**src/rtl/fft_result_out.sv**
```systemverilog
// FFT result reorder buffer: captures butterfly-order results, then drains them
// as natural-order bins with I, Q and magnitude-squared under a valid/ready handshake.
module fft_result_out #(
  parameter int N           = 64,
  parameter int DATA_WIDTH  = 8,
  parameter int BIT_REVERSE = 1,
  localparam int ADDR_WIDTH = $clog2(N),
  localparam int W2         = 2 * DATA_WIDTH
) (
  input  logic                  clk,
  input  logic                  rst_n,
  input  logic                  in_valid,
  output logic                  in_ready,
  input  logic [ADDR_WIDTH-1:0] in_addr,
  input  logic [W2-1:0]         in_data,
  input  logic                  in_last,
  output logic                  out_valid,
  input  logic                  out_ready,
  output logic [ADDR_WIDTH-1:0] out_index,
  output logic [DATA_WIDTH-1:0] out_i,
  output logic [DATA_WIDTH-1:0] out_q,
  output logic [W2-1:0]         out_mag,
  output logic                  out_last,
  output logic                  busy
);

  typedef enum logic {LOAD, DRAIN} state_e;

  state_e                state_q, state_d;
  logic [N-1:0]          wr_q, wr_d;
  logic [ADDR_WIDTH-1:0] rd_idx_q, rd_idx_d;
  logic                  done_q, done_d;
  logic                  out_valid_q, out_valid_d;
  logic                  out_last_q, out_last_d;
  logic [ADDR_WIDTH-1:0] out_index_q, out_index_d;
  logic [DATA_WIDTH-1:0] out_i_q, out_i_d;
  logic [DATA_WIDTH-1:0] out_q_q, out_q_d;
  logic [W2-1:0]         out_mag_q, out_mag_d;

  logic [W2-1:0]         mem_q [N];
  logic [ADDR_WIDTH-1:0] wr_idx;
  logic                  in_xfer, advance, fire;
  logic [W2-1:0]         rd_word, ext_i, ext_q, rd_mag;

  assign in_ready = rst_n & (state_q == LOAD);
  assign in_xfer  = in_valid & in_ready;
  assign busy     = (state_q == DRAIN);

  always_comb begin
    wr_idx = in_addr;
    if (BIT_REVERSE != 0)
      for (int b = 0; b < ADDR_WIDTH; b++) wr_idx[b] = in_addr[ADDR_WIDTH-1-b];
  end

  // Entries not written this frame read as zero, so the RAM itself never needs clearing.
  assign rd_word = wr_q[rd_idx_q] ? mem_q[rd_idx_q] : '0;
  assign ext_i   = {{DATA_WIDTH{rd_word[W2-1]}}, rd_word[W2-1:DATA_WIDTH]};
  assign ext_q   = {{DATA_WIDTH{rd_word[DATA_WIDTH-1]}}, rd_word[DATA_WIDTH-1:0]};
  // Modular W2-bit arithmetic is exact here: the largest sum is 2^(W2-1).
  assign rd_mag  = ext_i * ext_i + ext_q * ext_q;

  assign advance = out_valid_q & out_ready;
  assign fire    = (state_q == DRAIN) & ~done_q & (~out_valid_q | advance);

  always_comb begin
    state_d     = state_q;
    wr_d        = wr_q;
    rd_idx_d    = rd_idx_q;
    done_d      = done_q;
    out_valid_d = out_valid_q;
    out_last_d  = out_last_q;
    out_index_d = out_index_q;
    out_i_d     = out_i_q;
    out_q_d     = out_q_q;
    out_mag_d   = out_mag_q;
    case (state_q)
      LOAD: begin
        if (in_xfer) begin
          wr_d[wr_idx] = 1'b1;
          if (in_last) state_d = DRAIN;
        end
      end
      DRAIN: begin
        if (fire) begin
          out_valid_d = 1'b1;
          out_index_d = rd_idx_q;
          out_i_d     = rd_word[W2-1:DATA_WIDTH];
          out_q_d     = rd_word[DATA_WIDTH-1:0];
          out_mag_d   = rd_mag;
          out_last_d  = (rd_idx_q == ADDR_WIDTH'(N - 1));
          rd_idx_d    = rd_idx_q + 1'b1;
          if (rd_idx_q == ADDR_WIDTH'(N - 1)) done_d = 1'b1;
        end else if (advance) begin
          out_valid_d = 1'b0;
        end
        if (advance & out_last_q) begin
          state_d     = LOAD;
          wr_d        = '0;
          rd_idx_d    = '0;
          done_d      = 1'b0;
          out_valid_d = 1'b0;
          out_last_d  = 1'b0;
        end
      end
      default: state_d = LOAD;
    endcase
  end

  always_ff @(posedge clk) begin
    if (!rst_n) begin
      state_q     <= LOAD;
      wr_q        <= '0;
      rd_idx_q    <= '0;
      done_q      <= 1'b0;
      out_valid_q <= 1'b0;
      out_last_q  <= 1'b0;
      out_index_q <= '0;
      out_i_q     <= '0;
      out_q_q     <= '0;
      out_mag_q   <= '0;
    end else begin
      state_q     <= state_d;
      wr_q        <= wr_d;
      rd_idx_q    <= rd_idx_d;
      done_q      <= done_d;
      out_valid_q <= out_valid_d;
      out_last_q  <= out_last_d;
      out_index_q <= out_index_d;
      out_i_q     <= out_i_d;
      out_q_q     <= out_q_d;
      out_mag_q   <= out_mag_d;
    end
  end

  always_ff @(posedge clk) begin
    if (in_xfer) mem_q[wr_idx] <= in_data;
  end

  assign out_valid = out_valid_q;
  assign out_last  = out_last_q;
  assign out_index = out_index_q;
  assign out_i     = out_i_q;
  assign out_q     = out_q_q;
  assign out_mag   = out_mag_q;

endmodule

```
**config.mk**
```make
export PLATFORM = sky130hd
export DESIGN_NAME = fft_result_out
export DESIGN_NICKNAME = d
export VERILOG_FILES = /design/src/rtl/fft_result_out.sv
export SDC_FILE = /design/constraint.sdc
export NUM_CORES = 1
export LEC_CHECK = 0
export BUFFER_PORTS_ARGS = -buffer_cell sky130_fd_sc_hd__buf_2
export CAP_MARGIN = 0
export CORE_MARGIN = 8
export CORE_UTILIZATION = 35
export CTS_CLUSTER_DIAMETER = 40
export CTS_CLUSTER_SIZE = 28
export DETAILED_ROUTE_END_ITERATION = 10
export GPL_TIMING_DRIVEN = 0
export PLACE_DENSITY = 0.55
export RECOVER_POWER = 25
export SYNTH_ARGS = -nofsm -noshare
export SYNTH_HDL_FRONTEND = slang
export SYNTH_SLANG_ARGS = --single-unit
export TNS_END_PERCENT = 100
```
**constraint.sdc**
```tcl
create_clock -name clk -period 7.5 [get_ports clk]
set_input_delay 1.125 -clock clk [delete_from_list [all_inputs] [get_ports clk]]
set_output_delay 1.125 -clock clk [all_outputs]
set_load 0.01 [all_outputs]
```
==> key figures <==
Timing
  – Endpoints failing hold: 0
  – Hold_ws: approximately 460 ps
  – Post-layout min period: ~7900 ps
  – Setup violators final: 8
  – Worst-margin pin slew: between 2000 and 3000 ps
  – Final period util: 105.4%
  – Worst Skew: 25.40 ps
  – Peak Freq: 126.5 MHz
  – Max-slew violation count: 780
  – RSZ-0062 raised after global routing: yes
  – Relative max-transition margin: -88.04%
  – Setup ws final: -406.0 ps

Place
  – Port bufs: 62
  – Post-DP HPWL: 88940 um
  – GP Congestion: 0.8157
  – Setup WS pre-CTS: -2599 ps
  – Placed Cells: 4429

Yosys
  – Cell variety after synth: 60
  – Synth top cells by count: edfxtp_1, mux4_2, nor2_1
  – Post-synth top area cell: edfxtp_1
  – Ys Warns: 0
  – Post-synthesis register bit count: around 1100
  – Area contributors post-synth: edfxtp_1, mux4_2, dfxtp_1, fa_1, nor2_1
  – Top_reg_cell synth: edfxtp_1
  – Post-synth top area share: 63.67%
  – Syn Area/Cell: approximately 19 um2
  – Most common cell in the netlist: edfxtp_1
  – Syn Inst Count: 2542
  – Synth Net Count: about 2700
  – Async SR Flop Fraction: 0%
  – Post-synth EDFFs: ~1000
  – Sequential share of the synthesized area: 68.56%
  – Post-Syn Area: ~48000 um2

Global routing
  – Vias in the first global route: between 20000 and 30000
  – GRT Resource Usage Total: a little under a fifth
  – Initial antenna violation count: 2
  – First-pass GRT wire length: 196900 um
  – GR Overflow Total: 0
  – Pin count of the biggest net entering global routing: 65

Floorplan
  – Initial core utilization: a little over a third
  – Num rows: 136
  – Die Area: 150100 um2
  – Die Ht: 387.5 um
  – # IOs: slightly below 70
  – Core area: roughly 140000 um2
  – Die W: a little under 400 um

Route
  – Vias: between 20000 and 30000
  – Antenna viol nets, final: 0
  – First-pass detailed-route iteration total: 5
  – WL/cell: between 20 and 30 um
  – DR vias/cell: about 5.4
  – Routed WL: 138500 um
  – DR iter-0 viols: about 2800
  – Residual DRC: 0

CTS
  – # hold bufs at CTS: 0
  – H-tree levels: 4
  – CTS Buf Count: 132
  – Sink Count: ~1100
  – Reg clk slew, reported paths: ~50 ps
  – Clk buf depth: 3
  – CTS tree: built
  – Worst-Skew Late Latency: around 750 ps
  – Root buffer cell: clkbuf_16

Finish
  – Final Core Density: between 40% and 50%
  – Fin cells: around 4700
  – Fraction of layout cells with a size suffix above 1: between 30 and 40%
  – # fillers: 11940
  – Post-layout net count: between 3000 and 4000
  – Syn-to-layout area delta: 19.98%

Power and ir drop
  – Peak supply drop: 213.4 uV
  – Pleak: roughly 19 nW
  – PwrDens: 260.5 nW/um2

Outcome
  – Status: complete, but fails checks
  – Violated checks: capacitance limit, slew limit, setup timing

Critical path
  – Startpoint types: register
  – CP Class: reg -> reg
  – Req. time, crit path: roughly 8000 ps
  – Crit-path most repeated cell: fa_1
  – CP Capture Type: register
  – Crit-path max FO: 8
  – Critical path arrival: between 8000 and 9000 ps
  – Crit-path slowest cell: mux4_2
  – Slowest stage delay, CP: ~670 ps

Worst hold path
  – Classification of the worst-slack hold path: reg -> reg

Job
  – Max Cap Viol: 12
-- path summary, 6_finish.rpt --
| path | start | to | slack, ps | depth (start not counted) |
|---|---|---|---|---|
| min reg2reg | out_q[3]$_SDFFE_PN0P_ | out_q[3]$_SDFFE_PN0P_ | 460 | 2 |
| min | out_q[3]$_SDFFE_PN0P_ | out_q[3]$_SDFFE_PN0P_ | 460 | 2 |
| max reg2reg | register | out_mag[15]$_SDFFE_PN0P_ | -410 | 29 |
| max | register | out_mag[15]$_SDFFE_PN0P_ | -410 | 29 |
-- report_power, final --
part	leakage (nW)	switching, W	internal [W]	total [W]
registers	10.2	0.00000953	0.00695	0.00696
logic	6.69	0.000737	0.000751	0.00149
clock network	2.19	0.00269	0.00396	0.00665
-- cells in the final DEF, fill, tap and decap left out, types with 13 or more instances in the layout --
master	n
dfxtp_1	115
fa_1	112
nor2_2	31
and2_1	21
nor2_1	107
clkbuf_16	142
buf_16	20
buf_8	25
nor2_4	38
and3_1	26
mux2i_1	16
buf_6	19
nand2_1	96
buf_2	52
xnor2_1	24
buf_12	31
clkbuf_1	59
mux4_2	338
bufinv_16	13
ha_1	45
inv_1	142
clkinv_1	14
o21ai_1	13
edfxtp_1	1024
a21oi_1	68
a21boi_0	19
buf_4	44
clkbuf_8	18
inv_6	14
-- cells by family after synthesis --
family          share of synthesized area (%)
compound gates                          1.985
simple gates                            3.834
buf+inv                                 2.674
xor+xnor                               0.5985
mux                                     16.34
fa+ha+maj                               6.011
flops                                   68.56
-- worst max-delay path, delay by kind of cell, from the launching register on --
kind	cells	cell delay, ps
muxes	3	1690
AOI/OAI and AO/OA	2	400
DFF	1	330
buffers and inverters	12	1310
and+or+nand+nor	5	810
adders and majority gates	7	3240
-- area by class of cell --
| cell class | count | area [um2] | share of cell area [%] |
|---|---|---|---|
| flip-flops and latches | 1142 | 33120 | 57.15 |
| multi-input cells | 1126 | 14630 | 25.24 |
| clock buffers | 158 | 3633 | 6.270 |
| well taps | 1794 | 2245 | 3.874 |
| repair buffers | 150 | 1508 | 2.602 |
| plain buffers | 126 | 1358 | 2.343 |
| clock inverters | 80 | 912.1 | 1.574 |
| inverters | 146 | 548.0 | 0.9457 |
| diodes | 1 | 2.502 | 0.004318 |
-- routing by layer --
layer  up-vias  GRT usage, %  wire length [um]
met5         -             0                 0
met4         0         6.246              4728
met3       231         3.164              9021
met2      1039         30.49             68010
met1     13860         23.80             56750
li1      10520             -                 -
-- registers in the layout, indices dropped and copies added (netlist names), named ones only --
name / flops
out_index: 6
out_q: 8
done_q: 1
rd_idx_q: 6
wr_q: 64
mem_q: 1024
out_valid: 1
out_mag: 16
busy: 1
out_i: 8
out_last: 1
-- metrics by stage --
stage | cell area, um2 | total power (W) | setup TNS, ps
floorplan | 48310 | 0.007905 | 0
finish | 57950 | 0.01510 | -1715
global route | 57940 | 0.01551 | -3399
global placement | 50870 | 0.008309 | -20670
CTS | 57780 | 0.01517 | -1132
detailed placement | 51790 | 0.008339 | -20650
-- repair_timing --
action	4_1_cts	5_1_grt
pin swaps	40	24
endpoints found under the setup margin	12	10
gates resized for setup	242	21
gates cloned	1	0
buffers inserted	45	11
Power figures use the tool's default switching activity.
